==> src/rtl/nibble_link_pkg.sv <==
// Shared definitions for the 4-bit nibble link (transmit and receive sides):
// nibble width, default word length and the handshake state encoding.
package nibble_link_pkg;

  localparam int NIBBLE_W        = 4;
  localparam int NIBBLES_DEFAULT = 8;

  // 2'b11 is never entered; any block using this type decodes it as IDLE.
  typedef enum logic [1:0] {
    IDLE    = 2'b00,
    PRESENT = 2'b01,
    RELEASE = 2'b10
  } link_state_t;

  // Even parity bit for one nibble (ones in nibble plus parity bit is even).
  function automatic logic nibble_parity(input logic [NIBBLE_W-1:0] nib);
    return ^nib;
  endfunction

endpackage

==> src/rtl/nibble_sync.sv <==
// Parameterised flop chain that brings an asynchronous level into the clk
// domain. STAGES must be at least 2.
module nibble_sync #(
  parameter int STAGES = 2
) (
  input  logic clk,
  input  logic rst,
  input  logic d,
  output logic q
);

  logic [STAGES-1:0] chain_reg;

  // Shift the raw input through the chain; reset clears every stage.
  always_ff @(posedge clk) begin
    if (rst) begin
      chain_reg <= '0;
    end else begin
      chain_reg <= {chain_reg[STAGES-2:0], d};
    end
  end

  assign q = chain_reg[STAGES-1];

endmodule

==> src/rtl/pcpi_result_nibble_tx.sv <==
// Transmit side of the nibble link: serialises a PCPI result word LSB nibble
// first over a 4-phase valid/ack handshake. tx_ack is asynchronous and passes
// through a nibble_sync chain before the FSM sees it.
// Optional build macro NIBBLE_TX_PARITY_EN adds a registered even-parity bit
// on tx_parity; without it tx_parity is tied low.
module pcpi_result_nibble_tx
  import nibble_link_pkg::*;
#(
  parameter int NIBBLES     = NIBBLES_DEFAULT,
  parameter int SYNC_STAGES = 2
) (
  input  logic                      clk,
  input  logic                      rst,
  input  logic                      load_valid,
  input  logic [NIBBLE_W*NIBBLES-1:0] load_data,
  output logic                      load_ready,
  output logic [NIBBLE_W-1:0]       tx_nibble,
  output logic                      tx_valid,
  input  logic                      tx_ack,
  output logic                      tx_parity,
  output logic                      busy,
  output logic                      done
);

  localparam int W     = NIBBLE_W * NIBBLES;
  localparam int CNT_W = (NIBBLES > 1) ? $clog2(NIBBLES) : 1;
  localparam logic [CNT_W-1:0] LAST = CNT_W'(NIBBLES - 1);

  link_state_t          state_reg;
  logic [W-1:0]         shift_reg;
  logic [W-1:0]         shift_next;
  logic [CNT_W-1:0]     count_reg;
  logic [NIBBLE_W-1:0]  tx_nibble_reg;
  logic                 tx_valid_reg;
  logic                 busy_reg;
  logic                 done_reg;
  logic                 ack_s;

  nibble_sync #(
    .STAGES(SYNC_STAGES)
  ) u_ack_sync (
    .clk(clk),
    .rst(rst),
    .d  (tx_ack),
    .q  (ack_s)
  );

  // Next nibble is always the low bits of the word shifted down by one nibble.
  assign shift_next = shift_reg >> NIBBLE_W;

  // Hold off loads while the host still has ack up, so a stale ack can never
  // complete a handshake for the new word.
  assign load_ready = (state_reg == IDLE) && !ack_s && !rst;

`ifdef NIBBLE_TX_PARITY_EN
  logic tx_parity_reg;
`endif

  // Handshake FSM with registered pin outputs.
  always_ff @(posedge clk) begin
    if (rst) begin
      state_reg     <= IDLE;
      shift_reg     <= '0;
      count_reg     <= '0;
      tx_nibble_reg <= '0;
      tx_valid_reg  <= 1'b0;
      busy_reg      <= 1'b0;
      done_reg      <= 1'b0;
`ifdef NIBBLE_TX_PARITY_EN
      tx_parity_reg <= 1'b0;
`endif
    end else begin
      done_reg <= 1'b0;
      case (state_reg)
        IDLE: begin
          if (load_valid && load_ready) begin
            shift_reg     <= load_data;
            count_reg     <= '0;
            state_reg     <= PRESENT;
            tx_valid_reg  <= 1'b1;
            tx_nibble_reg <= load_data[NIBBLE_W-1:0];
            busy_reg      <= 1'b1;
`ifdef NIBBLE_TX_PARITY_EN
            tx_parity_reg <= nibble_parity(load_data[NIBBLE_W-1:0]);
`endif
          end
        end
        PRESENT: begin
          if (ack_s) begin
            state_reg    <= RELEASE;
            tx_valid_reg <= 1'b0;
          end
        end
        RELEASE: begin
          if (!ack_s) begin
            if (count_reg == LAST) begin
              state_reg     <= IDLE;
              done_reg      <= 1'b1;
              tx_nibble_reg <= '0;
              busy_reg      <= 1'b0;
`ifdef NIBBLE_TX_PARITY_EN
              tx_parity_reg <= 1'b0;
`endif
            end else begin
              shift_reg     <= shift_next;
              count_reg     <= count_reg + CNT_W'(1);
              state_reg     <= PRESENT;
              tx_valid_reg  <= 1'b1;
              tx_nibble_reg <= shift_next[NIBBLE_W-1:0];
`ifdef NIBBLE_TX_PARITY_EN
              tx_parity_reg <= nibble_parity(shift_next[NIBBLE_W-1:0]);
`endif
            end
          end
        end
        default: begin
          state_reg     <= IDLE;
          tx_valid_reg  <= 1'b0;
          tx_nibble_reg <= '0;
          busy_reg      <= 1'b0;
`ifdef NIBBLE_TX_PARITY_EN
          tx_parity_reg <= 1'b0;
`endif
        end
      endcase
    end
  end

  assign tx_nibble = tx_nibble_reg;
  assign tx_valid  = tx_valid_reg;
  assign busy      = busy_reg;
  assign done      = done_reg;

`ifdef NIBBLE_TX_PARITY_EN
  assign tx_parity = tx_parity_reg;
`else
  assign tx_parity = 1'b0;
`endif

endmodule

==> config.mk <==
export PLATFORM = sky130hd
export DESIGN_NAME = pcpi_result_nibble_tx
export DESIGN_NICKNAME = d
export VERILOG_FILES = /design/src/rtl/nibble_link_pkg.sv /design/src/rtl/nibble_sync.sv /design/src/rtl/pcpi_result_nibble_tx.sv
export SDC_FILE = /design/constraint.sdc
export NUM_CORES = 1
export LEC_CHECK = 0
export ABC_AREA = 1
export CORE_ASPECT_RATIO = 0.75
export CORE_UTILIZATION = 36
export CTS_BUF_LIST = sky130_fd_sc_hd__clkbuf_8
export DETAILED_ROUTE_END_ITERATION = 7
export PLACE_DENSITY = 0.61
export SETUP_SLACK_MARGIN = 0.1
export SLEW_MARGIN = 30
export SYNTH_ARGS = -nofsm -noshare
export SYNTH_HDL_FRONTEND = slang
export SYNTH_SLANG_ARGS = --single-unit
==> constraint.sdc <==
create_clock -name clk -period 1.95 [get_ports clk]
set_input_delay 0.195 -clock clk [delete_from_list [all_inputs] [get_ports clk]]
set_output_delay 0.195 -clock clk [all_outputs]
set_load 0.01 [all_outputs]
==> flow_summary_export.csv <==
group,metric,value,unit
pwr,cellLeakagePower,1.30,nW
pwr,vdd_ir_drop_max,0.263,mV
logic_synthesis,synth_fa_ha_area_share,1.21,%
logic_synthesis,postSynthNetCount,369,
pwr,p_per_area,816,nW/um^2
global_route,grt_max_degree,62,
finish,areaGrowthSynthToFinish,29.3,%
sta,clock_skew,0.00425,ns
pwr,intPower,1.56,mW
logic_synthesis,synth_top_cell_area_share,40.5,%
pwr,switching_share,28.8,%
floorplanning,die-area,6070,sq um
route,drc,0,
worst_setup_path,reg2regPathDepth,9,
global_route,antenna_found_initial,0,
worst_setup_path,reg2reg_from,"count_reg[0]",
logic_synthesis,seq_area_frac_synth,40.5,%
logic_synthesis,synth_top_family_by_area,"simple AND/OR/NAND/NOR gates",
worst_setup_path,critPathCaptureType,"primary output",
clock_network,cts.clk_slew.worst_paths,0.07,ns
worst_setup_path,crit_path_start_kind,"register",
floorplanning,die_y,67.7,um
floorplanning,num_rows,23,
route,avgViaCountPerCell,4.33,
clock_network,cts_hold_buffers,0,
global_route,overflow,0,
route,drt-initial-drc-count,71,
finish,utilization,49.3,%
logic_synthesis,synth_edf_count,0,
finish,diodes,0,
sta,fin_crit,1.73,ns
logic_synthesis,ys_async_sr_fraction,0,%
finish,largest_reg_flops,28,
global_route,grt_pass1_vias,1648,
floorplanning,ioPinCount,45,
global_route,grt_usage,15.8,%
clock_network,cts_setup_buffers,0,
place,port_buffers,43,
route,vias,1919,
logic_synthesis,yosys_warnings,0,
clock_network,root_buffer,"clkbuf_8",
clock_network,cts_buffer_depth,2,
clock_network,cts_resized,0,
clock_network,cts_tree,"done",
route,wire_per_inst,9.82,um
floorplanning,core-area,5440,sq um
hold_path,min_from,"u_ack_sync.chain_reg[0]",
logic_synthesis,synthTopCellsByCount,"nand2_1, nor2_1, dfxtp_1",
logic_synthesis,synth_mux_area_share,0,%
sta,rsz0062_at_grt,"no",
logic_synthesis,synth_top_flop_cell,"dfxtp_1",
finish,layout.nets,405,
hold_path,min_path_type,"reg2reg",
sta,clock.fmax,578,MHz
global_route,grt_pass1_wl,7.30,mm
run_status,status,"complete, no violations",
place,gp_congestion,0.787,
worst_setup_path,arrival,1.53,ns
sta,slew_viol_final,0,
logic_synthesis,synth_compound_area_share,10.7,%
route,antenna_left,0,
floorplanning,die_x,89.7,um
clock_network,clk_latency,0.29,ns
route,first_pass_iters,4,
sta,finalCritPeriodShare,88.7,%
pwr,p_switching,0.630,mW
sta,setup-tns-final,0,ns
logic_synthesis,yosys-top-cells-area,"dfxtp_1, nand2_1, nor2_1",
pwr,power_frac_comb,24.4,%
sta,final-setup-viol-count,0,
logic_synthesis,avgSynthCellArea,6.27,sq um
hold_path,hold_depth,2,
worst_setup_path,critPathKind,"reg2out",
logic_synthesis,synthDistinctLibCells,21,
clock_network,cts_buffers,5,
route,routed_wl,4.35,mm
pwr,p_clk_share,29.6,%
logic_synthesis,synth_most_common_cell,"nand2_1",
worst_setup_path,crit_fanout,4,
pwr,seq_power_share,46.0,%
logic_synthesis,synth_top_cell_by_area,"dfxtp_1",
floorplanning,start_util,38.1,%
logic_synthesis,netlist_instances,331,
place,dpl.hpwl,2.80,mm
finish,drive_gt1_share,5.43,%
logic_synthesis,synth_area,2070,sq um
clock_network,h-tree-depth,2,
logic_synthesis,yosys_register_bits,42,
logic_synthesis,synth-xor-area-share,0,%
run,drv_cap,0,
clock_network,clock-sinks,42,
logic_synthesis,synth-simple-area-share,35.0,%
worst_setup_path,crit_start,"u_ack_sync.chain_reg[1]",
worst_setup_path,cp_data_required_time,1.75,ns
sta,hold_viol_final,0,
==> stage by stage <==
stage               setup slack [ns]  cell area [sq um]  cells  hold WS (ns)  total power [mW]
floorplan                      0.492               2070    331         0.268              1.38
global placement               0.266               2570    435         0.391              1.56
detailed placement             0.266               2570    435         0.398              1.56
CTS                            0.204               2680    443         0.409              2.22
global route                   0.153               2680    443         0.447              2.35
finish                         0.221               2680    443         0.406              2.19
==> power by group through the flow <==
stage / registers, mW / logic, mW / clock network (mW)
2_1_floorplan: 1.02 / 0.359 / 0
3_3_place_gp: 1.02 / 0.533 / 0
3_5_place_dp: 1.03 / 0.534 / 0
4_1_cts: 1.01 / 0.538 / 0.675
5_1_grt: 1.02 / 0.622 / 0.707
6_report: 1.01 / 0.535 / 0.648
==> kinds of logic after synthesis <==
group,after synthesis
flops,42
fa+ha+maj,2
compound gates,44
simple gates,181
buf+inv,61
other cells,1
==> worst paths after layout <==
check,end,slack [ns]
worst min register to register,u_ack_sync.chain_reg[1],0.41
worst min-delay path,u_ack_sync.chain_reg[1],0.41
worst max-delay path,load_ready,0.22
worst max register to register,shift_reg[30],0.33
==> metal layers <==
layer	track usage [%]	wire, um	vias up
met5	0	0	-
met4	5.36	39	0
met3	4.40	183	4
met2	21.6	1710	38
met1	23.4	2420	808
li1	-	-	1069
==> layout make-up <==
type,count,area [sq um]
inverter,43,161
tap,75,93.8
clock buffer,8,110
fill,537,2760
sequential,42,841
multi-input combinational,228,977
timing repair buffer,47,498
==> worst max-delay path: stages, from the launching register on <==
cell             delay (ns)
dfxtp_1                0.35
nor2_1                 0.14
inv_1                  0.07
nor3_1                 0.12
clkdlybuf4s50_1        0.56
==> placed cells by master, fill, tap and decap left out <==
cell             count
clkdlybuf4s50_1     43
buf_12               3
buf_4                1
inv_2                3
nand2_4              1
a21oi_1             14
conb_1               1
nand3_1              6
nand2_1            107
clkbuf_8             8
a211oi_1             1
inv_1               40
ha_1                 2
nor2_1              59
nor2_4               1
o21ai_0             29
nor2_2               1
nor3_1               1
nand4_1              3
nand3_2              2
dfxtp_1             42
No activity file was read; power rests on OpenSTA's default activity.
